--- config.mk ---
export PLATFORM = sky130hd
export DESIGN_NAME = msx_input_ports
export DESIGN_NICKNAME = d
export VERILOG_FILES = /design/src/rtl/msx_input_pkg.sv /design/src/rtl/msx_mouse_codec.sv /design/src/rtl/msx_input_ports.sv
export SDC_FILE = /design/constraint.sdc
export NUM_CORES = 1
export LEC_CHECK = 0
export ABC_AREA = 1
export BUFFER_PORTS_ARGS = -buffer_cell sky130_fd_sc_hd__clkbuf_2
export CORE_ASPECT_RATIO = 0.9
export CORE_MARGIN = 5
export CORE_UTILIZATION = 55
export DETAILED_ROUTE_END_ITERATION = 7
export PLACE_DENSITY = 0.83
export SYNTH_ARGS = -nofsm -noshare
export SYNTH_HDL_FRONTEND = slang
export SYNTH_SLANG_ARGS = --single-unit
export TNS_END_PERCENT = 100
--- constraint.sdc ---
create_clock -name clk_sys -period 2.2 [get_ports clk_sys]
set_clock_uncertainty 0.15 [all_clocks]
set_input_delay 0 -clock clk_sys [delete_from_list [all_inputs] [get_ports clk_sys]]
set_output_delay 0 -clock clk_sys [all_outputs]
set_load 0.05 [all_outputs]
--- src/rtl/msx_input_pkg.sv ---
// msx_input_pkg: shared types and helpers for the MSX general-purpose input ports.
//   nib_state_t : nibble sequencer states, in transmit order.
//   DELTA_W     : width of one mouse delta as seen by the MSX (8 bits).
//   sat8        : clamp a 10-bit signed value to the signed 8-bit range.
package msx_input_pkg;

   typedef enum logic [1:0] {
      NIB_XH,
      NIB_XL,
      NIB_YH,
      NIB_YL
   } nib_state_t;

   localparam int DELTA_W = 8;

   function automatic logic signed [DELTA_W-1:0] sat8(input logic signed [DELTA_W+1:0] v);
      if (v > 10'sd127)
         return 8'sd127;
      else if (v < -10'sd128)
         return -8'sd128;
      else
         return v[DELTA_W-1:0];
   endfunction

endpackage

--- src/rtl/msx_mouse_codec.sv ---
// msx_mouse_codec: turns host mouse packets into the MSX 4-nibble mouse protocol.
//   clk_sys, reset         : clock, synchronous active-high reset
//   clr                    : abandon the nibble sequence (mouse moved to another port)
//   mouse_x, mouse_y       : signed 9-bit host deltas
//   mouse_strobe           : one-cycle new-packet pulse
//   str                    : strobe pin of the port the mouse sits on
//   nibble                 : value for pins 3:0; the new nibble in an edge cycle, else held
// Build option: MSX_MOUSE_ACCUM_EN defined -> packets accumulate with saturation;
// undefined -> each packet overwrites the accumulators.
module msx_mouse_codec
   import msx_input_pkg::*;
#(
   parameter int unsigned TIMEOUT = 100000
) (
   input  logic              clk_sys,
   input  logic              reset,
   input  logic              clr,
   input  logic signed [8:0] mouse_x,
   input  logic signed [8:0] mouse_y,
   input  logic              mouse_strobe,
   input  logic              str,
   output logic [3:0]        nibble
);

   localparam int CW = $clog2(TIMEOUT + 1);

   nib_state_t               state_q, state_d;
   logic [CW-1:0]            cnt_q, cnt_d;
   logic [3:0]               hold_q, hold_d, cur;
   logic                     str_d, str_edge, yl_clear;
   logic signed [DELTA_W-1:0] dx, dy, acc_x, acc_y, upd_x, upd_y;
   logic signed [DELTA_W+1:0] neg_x;

   // MSX X axis runs opposite to the host's.
   always_comb begin
      neg_x = -$signed({mouse_x[8], mouse_x});
      dx    = sat8(neg_x);
      dy    = sat8({mouse_y[8], mouse_y});
   end

`ifdef MSX_MOUSE_ACCUM_EN
   logic signed [DELTA_W+1:0] sum_x, sum_y;
   always_comb begin
      sum_x = {acc_x[7], acc_x[7], acc_x} + {dx[7], dx[7], dx};
      sum_y = {acc_y[7], acc_y[7], acc_y} + {dy[7], dy[7], dy};
      upd_x = sat8(sum_x);
      upd_y = sat8(sum_y);
   end
`else
   always_comb begin
      upd_x = dx;
      upd_y = dy;
   end
`endif

   always_comb begin
      str_edge = (str != str_d);
      unique case (state_q)
         NIB_XH:  cur = acc_x[7:4];
         NIB_XL:  cur = acc_x[3:0];
         NIB_YH:  cur = acc_y[7:4];
         default: cur = acc_y[3:0];
      endcase
   end

   always_comb begin
      state_d  = state_q;
      cnt_d    = cnt_q;
      hold_d   = hold_q;
      yl_clear = 1'b0;
      if (clr) begin
         state_d = NIB_XH;
         cnt_d   = '0;
         hold_d  = '0;
      end else if (str_edge) begin
         // An edge beats a simultaneous timeout expiry.
         hold_d   = cur;
         cnt_d    = CW'(TIMEOUT);
         yl_clear = (state_q == NIB_YL);
         unique case (state_q)
            NIB_XH:  state_d = NIB_XL;
            NIB_XL:  state_d = NIB_YH;
            NIB_YH:  state_d = NIB_YL;
            default: state_d = NIB_XH;
         endcase
      end else if (cnt_q != '0) begin
         cnt_d = cnt_q - CW'(1);
         if (cnt_q == CW'(1))
            state_d = NIB_XH;
      end
      nibble = (str_edge && !clr) ? cur : hold_q;
   end

   always_ff @(posedge clk_sys) begin
      if (reset) begin
         state_q <= NIB_XH;
         cnt_q   <= '0;
         hold_q  <= '0;
         str_d   <= 1'b0;
      end else begin
         state_q <= state_d;
         cnt_q   <= cnt_d;
         hold_q  <= hold_d;
         str_d   <= str;
      end
   end

   // A packet arriving with the post-YL clear replaces the cleared value, so it is never lost.
   always_ff @(posedge clk_sys) begin
      if (reset) begin
         acc_x <= '0;
         acc_y <= '0;
      end else if (yl_clear) begin
         acc_x <= mouse_strobe ? dx : '0;
         acc_y <= mouse_strobe ? dy : '0;
      end else if (mouse_strobe) begin
         acc_x <= upd_x;
         acc_y <= upd_y;
      end
   end

endmodule

--- src/rtl/msx_input_ports.sv ---
// msx_input_ports: maps host joysticks and one host mouse onto NPORTS MSX joystick ports.
//   clk_sys, reset       : clock, synchronous active-high reset
//   joy_n                : host joystick bits, active-low, 6 per port (R,L,D,U,fire1,fire2)
//   mouse_x/y, flags     : host mouse packet; flags bit0 left, bit1 right button
//   mouse_strobe         : one-cycle new-packet pulse
//   mouse_port           : port the mouse is attached to
//   str                  : MSX strobe pin per port
//   port_n               : registered open-collector pin state, 0 = pulled low
//   mouse_active         : one-hot, port currently in mouse mode
// Build option: MSX_MOUSE_ACCUM_EN (see msx_mouse_codec).
module msx_input_ports
   import msx_input_pkg::*;
#(
   parameter int unsigned NPORTS  = 2,
   parameter int unsigned TIMEOUT = 100000
) (
   input  logic                       clk_sys,
   input  logic                       reset,
   input  logic [NPORTS*6-1:0]        joy_n,
   input  logic signed [8:0]          mouse_x,
   input  logic signed [8:0]          mouse_y,
   input  logic [7:0]                 mouse_flags,
   input  logic                       mouse_strobe,
   input  logic [$clog2(NPORTS)-1:0]  mouse_port,
   input  logic [NPORTS-1:0]          str,
   output logic [NPORTS*6-1:0]        port_n,
   output logic [NPORTS-1:0]          mouse_active
);

   localparam int PW = $clog2(NPORTS);

   logic [PW-1:0]       mouse_port_d;
   logic                mouse_en, port_chg, str_m;
   logic [5:0]          joy_m;
   logic [3:0]          nibble;
   logic [NPORTS*6-1:0] port_n_d;
   logic                unused_flags;

   assign unused_flags = ^mouse_flags[7:2];
   assign port_chg     = (mouse_port != mouse_port_d);

   msx_mouse_codec #(
      .TIMEOUT(TIMEOUT)
   ) u_codec (
      .clk_sys      (clk_sys),
      .reset        (reset),
      .clr          (port_chg),
      .mouse_x      (mouse_x),
      .mouse_y      (mouse_y),
      .mouse_strobe (mouse_strobe),
      .str          (str_m),
      .nibble       (nibble)
   );

   always_comb begin
      joy_m        = '1;
      str_m        = 1'b0;
      mouse_active = '0;
      port_n_d     = '1;
      for (int unsigned p = 0; p < NPORTS; p++) begin
         if (mouse_port == PW'(p)) begin
            joy_m           = joy_n[6*p +: 6];
            str_m           = str[p];
            mouse_active[p] = mouse_en;
         end
         // A pin is pulled low only when the host asserts it and the strobe is low.
         if (mouse_en && mouse_port == PW'(p))
            port_n_d[6*p +: 6] = {~mouse_flags[1:0], nibble};
         else
            port_n_d[6*p +: 6] = joy_n[6*p +: 6] | {6{str[p]}};
      end
   end

   always_ff @(posedge clk_sys) begin
      if (reset) begin
         mouse_en     <= 1'b0;
         mouse_port_d <= '0;
         port_n       <= '1;
      end else begin
         mouse_port_d <= mouse_port;
         port_n       <= port_n_d;
         if (port_chg)
            mouse_en <= 1'b0;
         else if (mouse_strobe)
            mouse_en <= 1'b1;
         else if (joy_m != '1)
            mouse_en <= 1'b0;
      end
   end

endmodule

Word level (Yosys, flattened, before mapping)
Cells that the tools add are included.

Add/subtract/negate cells: 2. Magnitude comparators: 4. Equal/unequal tests: 7. Muxes and demuxes: 28. Bitwise gates (word level): 4. Reduce and logical (&&, ||, !) cells: 13.

Operators with widths (count): 2-to-1 mux 8 bit (10); 2-to-1 mux 17 bit (2); 2-to-1 mux 6 bit (3); equality test 17 x 1 -> 1 bit, second input constant (1); nonzero test 17 bit (1); subtractor 17 x 1 -> 17 bit, second input constant (1); OR 6 bit (2); case mux 4 bit (3 select lines) (1); greater-than comparator 10 x 8 -> 1 bit, second input constant (1); < comparator 10 x 8 -> 1 bit, second input constant (1); negator 9 -> 10 bit (1); greater-than comparator 9 x 8 -> 1 bit, second input constant (1); < comparator 9 x 8 -> 1 bit, second input constant (1); nonzero test 2 bit (4); 2-to-1 mux 1 bit (7); 2-to-1 mux 2 bit (3); != test 6 bit, second input constant (1); case mux 2 bit (3 select lines) (1); equality test 2 bit, second input constant (2); 2-to-1 mux 4 bit (1); logical AND 1 bit (3); OR reduction 3 bit (1); equality test 2 x 1 -> 1 bit, second input constant (1); zero test 2 bit (1); other kinds (6) (7).

Register bits after elaboration: 54. Output and inout port bits: 14.

Depth between registers and ports, before layout
Gate-level depths: netlist of the first run.

Word-level depth: 6. Mapped depth: 11.

Hierarchy
From an unflattened synthesis of the first run, not the netlist that was laid out.

Cells, all modules: 388. Area, all modules: 2910.3 um2.

Modules (own cells, without submodules): msx_mouse_codec (times used 1, cells each 309, area each 2337.2 um2, sequential area each 800.8 um2); msx_input_ports (times used 1, cells each 79, area each 573.0 um2, sequential area each 280.3 um2).

Worst setup path before layout of the first run
Ideal clock, no wire load.

Path kind: register to register. Start point: register u_codec.cnt_q[0]. End point: register u_codec.cnt_q[15]. Setup time: 121 ps. Data arrival time: 1350 ps. Data required time: 1929 ps. Slack: 579 ps. Stages on the path, launching flop included: 9. Cell sequence: dfxtp_1 > inv_1 > ha_1 > nand2_1 > nor2_1 > nand3_1 > buf_2 > nand3_1 > a21oi_1.

Word-level cells in the longest chain between the ends: 3. Elaborated cells between the ends (all ways): 5. Classes of those cells: 1 x add/sub; 2 x mux; 2 x reduce/logical.

RTL lines: start, declared (line msx_mouse_codec.sv:28) `logic [CW-1:0] cnt_q, cnt_d;`; start signal, assigned (line msx_mouse_codec.sv:102) `cnt_q <= cnt_d;`; subtractor 17 x 1 -> 17 bit (line msx_mouse_codec.sv:87) `cnt_d = cnt_q - CW'(1);`; 2-to-1 mux 17 bit (line msx_mouse_codec.sv:86) `end else if (cnt_q != '0) begin`; 2-to-1 mux 17 bit (line msx_mouse_codec.sv:75) `end else if (str_edge) begin`.

Several ways; a longest one is shown, not always the timed one. The select of a mux whose other input is x is not followed. A chain may end at the register's enable or synchronous reset.

Worst setup path in the final report of the first run
Start point: input str[0]. End point: register u_codec.acc_y[2].

Word-level cells in the longest chain between the ends: 5. Elaborated cells between the ends (all ways): 6. Classes of those cells: 1 x eq/ne; 4 x mux; 1 x reduce/logical.

RTL lines: start, declared (line msx_input_ports.sv:25) `input logic [NPORTS-1:0] str,`; 2-to-1 mux 1 bit * (line msx_input_ports.sv:61) `if (mouse_port == PW'(p)) begin`; != test 1 bit * (line msx_mouse_codec.sv:57) `str_edge = (str != str_d);`; 2-to-1 mux 1 bit * (line msx_mouse_codec.sv:75); 2-to-1 mux 1 bit * (line msx_mouse_codec.sv:71) `if (clr) begin`; 2-to-1 mux 8 bit or nonzero test 2 bit (tied branches); end signal, assigned (line msx_mouse_codec.sv:115) `acc_y <= mouse_strobe ? dy : '0;`; end signal, assigned (line msx_mouse_codec.sv:118) `acc_y <= upd_y;`; end, declared (line msx_mouse_codec.sv:31) `logic signed [DELTA_W-1:0] dx, dy, acc_x, acc_y, upd_x, upd_y;`.

Mark *: on every way between the ends. The rest lies on a longest branch, timed or not.

==> results of run 1 <==
## power groups by stage
stage	clock [mW]	sequential (mW)	combinational (mW)
after floorplan	0	1.15	0.513
after CTS	0.585	1.10	0.828
after global routing	0.637	1.11	0.973
final	0.606	1.10	0.876
after global placement	0	1.12	0.710
after detailed placement	0	1.12	0.743
## routing by layer
metal,vias to the layer above,wire (um),track usage
met1,1527,3580,0.342
met3,58,749,0.0498
met2,220,4710,0.499
li1,1541,-,-
met5,-,0,0
met4,0,576,0.179
## through the flow
stage	util	std cells	worst slack [ns]	power [mW]	hold WS, ns
floorplan	-	393	0.579	1.66	-0.0228
global placement	0.636	504	0.443	1.83	0.0974
detailed placement	0.636	504	0.408	1.86	0.105
CTS	0.770	568	0.0800	2.51	0.0167
global route	0.772	569	0.0400	2.72	0.101
finish	0.772	569	0.174	2.59	0.0314
## synthesized netlist by cell type, drive strengths merged
master / count / area, um2
nand2: 77 / 317
nand3: 56 / 285
dfxtp: 54 / 1080
inv: 44 / 165
a21oi: 35 / 186
nor2: 35 / 141
o21ai: 32 / 160
o211ai: 11 / 82.6
ha: 8 / 100
buf: 6 / 47.5
nand4: 6 / 43.8
xor2: 6 / 52.6
clkbuf: 4 / 15.0
nand3b: 4 / 30.0
o22ai: 4 / 25.0
nor3: 3 / 20.0
xnor2: 3 / 33.8
a211oi: 1 / 7.51
a22o: 1 / 8.76
a31oi: 1 / 6.26
and3: 1 / 6.26
nor3b: 1 / 7.51
## cell type report
type	count	area (um2)	area share
Antenna cell	1	2.50	0.000658
Clock buffer	6	82.6	0.0217
Clock inverter	2	12.5	0.00329
Inverter	44	165	0.0434
Multi-Input combinational cell	285	1520	0.401
Sequential cell	54	1080	0.284
Tap cell	65	81.3	0.0214
Timing Repair Buffer	112	853	0.224
## flip-flops by register name (all words and copies together) (netlist names)
| register | count |
|---|---|
| mouse_en | 1 |
| mouse_port_d | 1 |
| port_n | 12 |
| u_codec.acc_x | 8 |
| u_codec.acc_y | 8 |
| u_codec.cnt_q | 17 |
| u_codec.hold_q | 4 |
| u_codec.state_q | 2 |
| u_codec.str_d | 1 |
## logic make-up after synthesis
family,Yosys count,synth area share
xor+xnor,9,0.0306
buf+inv,54,0.0807
flops,54,0.383
fa+ha+maj,8,0.0355
simple gates,183,0.301
compound gates,85,0.169
## what timing repair did
item                                   4_1_cts  5_1_grt
hold buffers                                56        0
setup endpoints to repair                    0       10
endpoints found under the hold margin       31        0
resized for setup                            0        1
## worst max-delay path: stages
cell and delay [ns]:
dlygate4sd3_1 0.53, clkbuf_2 0.17, nand2_2 0.14, nand2_2 0.08
nand2_4 0.11, nand4_4 0.24, nand3_1 0.19, a21oi_1 0.07
dlygate4sd3_1 0.55
## path summary, 6_finish.rpt
kind | to | cells past startpoint
max reg2reg | u_codec.acc_y[2] | 5
min | u_codec.acc_x[6] | 7
max | u_codec.acc_y[2] | 9
min reg2reg | u_codec.acc_x[1] | 2
==> summary.txt, run 1 <==
Timing
  – RSZ-0062 raised after global routing: false
  – Worst Max-Slew Pin Slew: 0.642 ns
  – Sum Neg Setup Slack: 0 ns
  – Final setup viols: 0
  – Fin. Hold Viols: 0
  – Worst slew margin: 0.572
  – Final period utilization: 0.921
  – Max frequency: 494 MHz
  – Tmin final: 2.03 ns
  – Final-report max-slew violation count: 0

Synthesis
  – Cell variety after synth: 34
  – #FFs+latches synth: 54
  – Mean Syn Cell Area: 7.18 um2
  – Cells after Synth: 393
  – Post-synth design cell area: 2820 um2
  – YS warnings: 0
  – Mapped Nets: 445
  – Seq/Total Area, Yosys: 0.383

Finish
  – FILL cells: 325
  – Layout area overhead: 34.7%
  – Layout Nets: 554
  – Layout cell share with drive strength beyond 1: 0.159
  – Post-route cell area: 3800 um2
  – Most frequent cells in the layout: nand2_1 (70), dlygate4sd3_1 (56), nand3_1 (55), dfxtp_1 (54), clkbuf_2 (51)
  – Most common cell after layout, fill and taps aside: nand2_1

Hold path
  – Hold wc startpoint: mouse_x[6]
  – HP Class: primary input to flip-flop

Critical path
  – R2r setup slk: 0.18 ns
  – Worst-path fanout max: 16
  – Crit path launch: str[0]
  – Crit path kind: primary input to flip-flop
  – CP startpoint kind: primary input
  – Worst EP arrival: 2.10 ns
  – WP data required: 2.27 ns
  – FF-to-FF Start: u_codec.state_q[1]
  – Crit end category: flip-flop

Place
  – Detail Placement HPWL: 5510 um
  – IO buf count: 51
  – Placed Area: 3130 um2
  – Routability Congestion: 0.855

Power and ir drop
  – P_int: 1.64 mW
  – Worst VDD drop: 0.000598 V
  – P_sw: 0.949 mW
  – Logic pwr share: 0.339
  – Flop pwr share: 0.427
  – Sw Ratio: 0.367
  – Lkg Pwr: 1.79 nW
  – Power Dens Cells: 681 nW/um2
  – Clk network pwr share: 0.234

Clock network
  – H-tree depth: 2
  – Clk slew on worst S/H paths: 0.11 ns
  – Post-CTS Setup Inserts: 0
  – Clk_lat worst skew: 0.32 ns
  – Clock tree buffer depth: 2
  – CTS tree: built
  – CTS Sinks: 54
  – Num CTS Buffers: 5
  – Root Buffer: clkbuf_8

Drt
  – Total length of routed wires: 9610 um
  – Detailed Routing Iterations Pass 1: 5
  – Vias: 3346
  – ANT nets after route: 0
  – WL per Instance: 16.9 um
  – Drt via density: 5.88
  – Initial DRC count: 382
  – # DRC: 0

GRT
  – Vias in the first global route: 3333
  – Largest net degree at the start of global routing: 21
  – Grt ovf: 0
  – First-pass GRT wire length: 15700 um
  – Antenna violations before repair: 1
  – Gr usage total: 0.293

Floorplanning
  – DIE HEIGHT: 78.0 um
  – FP Rows: 24
  – Starting Density: 0.573
  – Die width: 85.5 um
  – Die ar.: 6670 um2
  – Core ar.: 4920 um2
  – IO Count: 58

Run
  – Maxcap violations: 0

Outcome
  – Status: completed
No activity file was read; power rests on OpenSTA's default activity.
==> run 2, diff against run 1 <==
--- a/config.mk
+++ b/config.mk
@@ -5,13 +5,13 @@
 export SDC_FILE = /design/constraint.sdc
 export NUM_CORES = 1
 export LEC_CHECK = 0
-export ABC_AREA = 1
+export ABC_AREA = 0
 export BUFFER_PORTS_ARGS = -buffer_cell sky130_fd_sc_hd__clkbuf_2
 export CORE_ASPECT_RATIO = 0.9
 export CORE_MARGIN = 5
 export CORE_UTILIZATION = 55
 export DETAILED_ROUTE_END_ITERATION = 7
-export PLACE_DENSITY = 0.83
+export PLACE_DENSITY = 0.84
 export SYNTH_ARGS = -nofsm -noshare
 export SYNTH_HDL_FRONTEND = slang
 export SYNTH_SLANG_ARGS = --single-unit
==> summary.txt, run 2 <==
GRT
  – Met3 global-route usage: 0.0450
  – GR peak layer: met2
  – Largest net degree at the start of global routing: 25
  – Met2 usage: 0.413
  – Vias in the first global route: 2891
  – Antenna violations before repair: 0
  – Gr usage total: 0.240
  – Grt ovf: 0
  – Grt met1 use: 0.301
  – First-pass GRT wire length: 13200 um

Finish
  – Layout Nets: 473
  – Final core utilization: 0.757
  – Regs by FF count: u_codec.cnt_q x17, port_n x12
  – Most frequent cells in the layout: dfxtp_1 (52), clkbuf_2 (50), dlygate4sd3_1 (42), nand2_1 (26), inv_1 (19)
  – Max reg flops: 17
  – Layout cell share with drive strength beyond 1: 0.206
  – Most common cell after layout, fill and taps aside: dfxtp_1
  – Sequential standard cell area: 1080 um2
  – Diodes inserted: 0
  – Multi-input gate area in the final layout: 1650 um2
  – Largest Register: u_codec.cnt_q
  – FILL cells: 336
  – Layout area overhead: 31.4%

Drt
  – # DRC: 0
  – WL per Instance: 16.5 um
  – Detailed Routing Iterations Pass 1: 5
  – Vias: 3002
  – Initial DRC count: 249
  – ANT nets after route: 0
  – Total length of routed wires: 8030 um
  – Drt via density: 6.16

Critical path
  – Crit end category: flip-flop
  – Crit Reg-Reg Endpoint: u_codec.acc_y[7]
  – Crit path largest cell delay: 0.58 ns
  – Crit path kind: primary input to flip-flop
  – Crit path launch: mouse_port
  – Cell Chain, Critical Path: dlygate4sd3_1, clkbuf_4, mux2i_2, dlygate4sd3_1, nor2_1, dlygate4sd3_1
  – Setup crit end: u_codec.str_d
  – Worst EP arrival: 2.18 ns
  – R2r setup slk: 0.13 ns
  – CP most frequent cell: dlygate4sd3_1
  – R2R cell count: 6
  – Slowest-stage cell, CP: dlygate4sd3_1
  – FF-to-FF Start: u_codec.str_d
  – Worst-path fanout max: 12
  – WP data required: 2.24 ns
  – CP startpoint kind: primary input

Floorplanning
  – DIE HEIGHT: 78.1 um
  – IO Count: 58
  – FP Rows: 24
  – Starting Density: 0.576
  – Die ar.: 6700 um2
  – Die width: 85.7 um
  – Core ar.: 4920 um2

Synthesis
  – Most instantiated cells after synthesis: dfxtp_1 (54), nand2_1 (26), inv_1 (19), a21oi_1 (18), o21ai_0 (16)
  – Cell variety after synth: 54
  – Synth Flop Type: dfxtp_1
  – Mean Syn Cell Area: 8.79 um2
  – Post-synth EDFFs: 0
  – Seq/Total Area, Yosys: 0.381
  – Post-synth ARST share: 0
  – Top cells by area, synth: dfxtp_1 (38%), or4_1 (4.0%), ha_1 (3.5%)
  – Post-synth design cell area: 2840 um2
  – Mapped Nets: 375
  – #FFs+latches synth: 54
  – Most frequent cell after synthesis: dfxtp_1
  – YS warnings: 0
  – Share of the synthesized area in the top cell type: 0.381
  – Cells after Synth: 323
  – Synth area leader: dfxtp_1

Power and ir drop
  – Worst VDD drop: 0.000518 V
  – Lkg Pwr: 1.52 nW
  – Power Dens Cells: 643 nW/um2

Timing
  – Tmin final: 2.14 ns
  – Sum Neg Setup Slack: 0 ns
  – Final period utilization: 0.974
  – Final-report max-slew violation count: 0
  – Max frequency: 467 MHz
  – RSZ-0062 raised after global routing: false
  – Fin. Hold Viols: 0
  – Final setup viols: 0
  – Worst Max-Slew Pin Slew: 0.636 ns
  – Worst slew margin: 0.575

Place
  – Routability Congestion: 0.873
  – IO buf count: 51
  – Detail Placement HPWL: 5370 um

Clock network
  – Clk_lat worst skew: 0.31 ns
  – CTS Sinks: 54
  – Num CTS Buffers: 5
  – Clk slew on worst S/H paths: 0.10 ns
  – Root Buffer: clkbuf_8
  – H-tree depth: 2
  – CTS tree: built
  – Clock tree buffer depth: 2

Hold path
  – HP Class: primary input to flip-flop

Outcome
  – Status: completed

Run
  – Maxcap violations: 0
-- run 2: cell count changes in the layout (fill, tap and decap cells not counted), moves of 7 or more --
cell,before,now
nor3_1,2,11
a21oi_1,34,18
nor2_1,33,12
and2_1,0,9
nor2b_1,0,11
or4_1,0,15
o31ai_1,0,8
nand2_1,70,26
inv_1,42,19
nand3_1,55,9
dlygate4sd3_1,56,42
o211ai_1,11,4
o21ai_0,32,16
or3_1,0,10
-- run 2: repair_timing --
item / in CTS / in global routing
hold buffers: 42 / 0
buffers inserted: 0 / 0
hold endpoints to repair: 30 / 0
gates resized for setup: 0 / 7
endpoints found under the setup margin: 0 / 5
-- run 2: kinds of logic (layout without fill, tap and decap cells) --
group           count (synthesis)  count (layout)  share of synthesized area
simple gates                  129             129                      0.271
fa+ha+maj                       8               8                     0.0353
buf+inv                        31             130                     0.0428
compound gates                 88              88                      0.228
xor+xnor                        8               8                     0.0247
flops                          54              54                      0.381
mux                             5               5                     0.0176
-- run 2: cell type report --
cell class | instances | share of cell area
multi-input cells | 238 | 0.443
flip-flops and latches | 54 | 0.291
repair buffers | 103 | 0.202
well taps | 65 | 0.0218
clock buffers | 6 | 0.0195
inverters | 19 | 0.0191
clock inverters | 2 | 0.00369
-- run 2: per-layer routing --
metal / wire length, um / share of wire / up-vias
li1: - / - / 1412
met1: 3320 / 0.41 / 1412
met2: 3920 / 0.49 / 157
met3: 611 / 0.076 / 21
met4: 173 / 0.022 / 0
met5: 0 / 0 / -
-- run 2: worst min path at each step --
stage,startpoint,to,slack (ns),cells past startpoint
floorplan,joy_n[10],port_n[10],-0.02,2
global placement,joy_n[10],port_n[10],0.09,3
detailed placement,joy_n[10],port_n[10],0.10,3
CTS,mouse_y[7],u_codec.acc_y[1],0.01,5
global route,str[1],port_n[9],0.05,3
finish,mouse_y[7],u_codec.acc_y[4],0.03,5
-- run 2: worst max-delay path: cells and delay by family --
kind / cells / cell delay [ns]
simple gates: 1 / 0.04
buf+inv: 4 / 1.87
mux: 1 / 0.27
-- run 2: power by group --
group	switching [mW]	internal, mW
combinational	0.417	0.333
clock	0.316	0.225
sequential	0.0612	1.05
total	0.794	1.60
-- run 2: per-stage QoR --
stage	total power [mW]	hold slack [ns]	setup WS [ns]	cell area [um2]	cells
after global placement	1.76	0.0942	0.224	3200	437
after detailed placement	1.79	0.101	0.145	3200	437
after global routing	2.54	0.0462	0.0275	3730	487
after CTS	2.38	0.0144	0.0558	3710	487
final	2.40	0.0250	0.0583	3730	487
after floorplan	1.59	-0.0168	0.183	2840	323
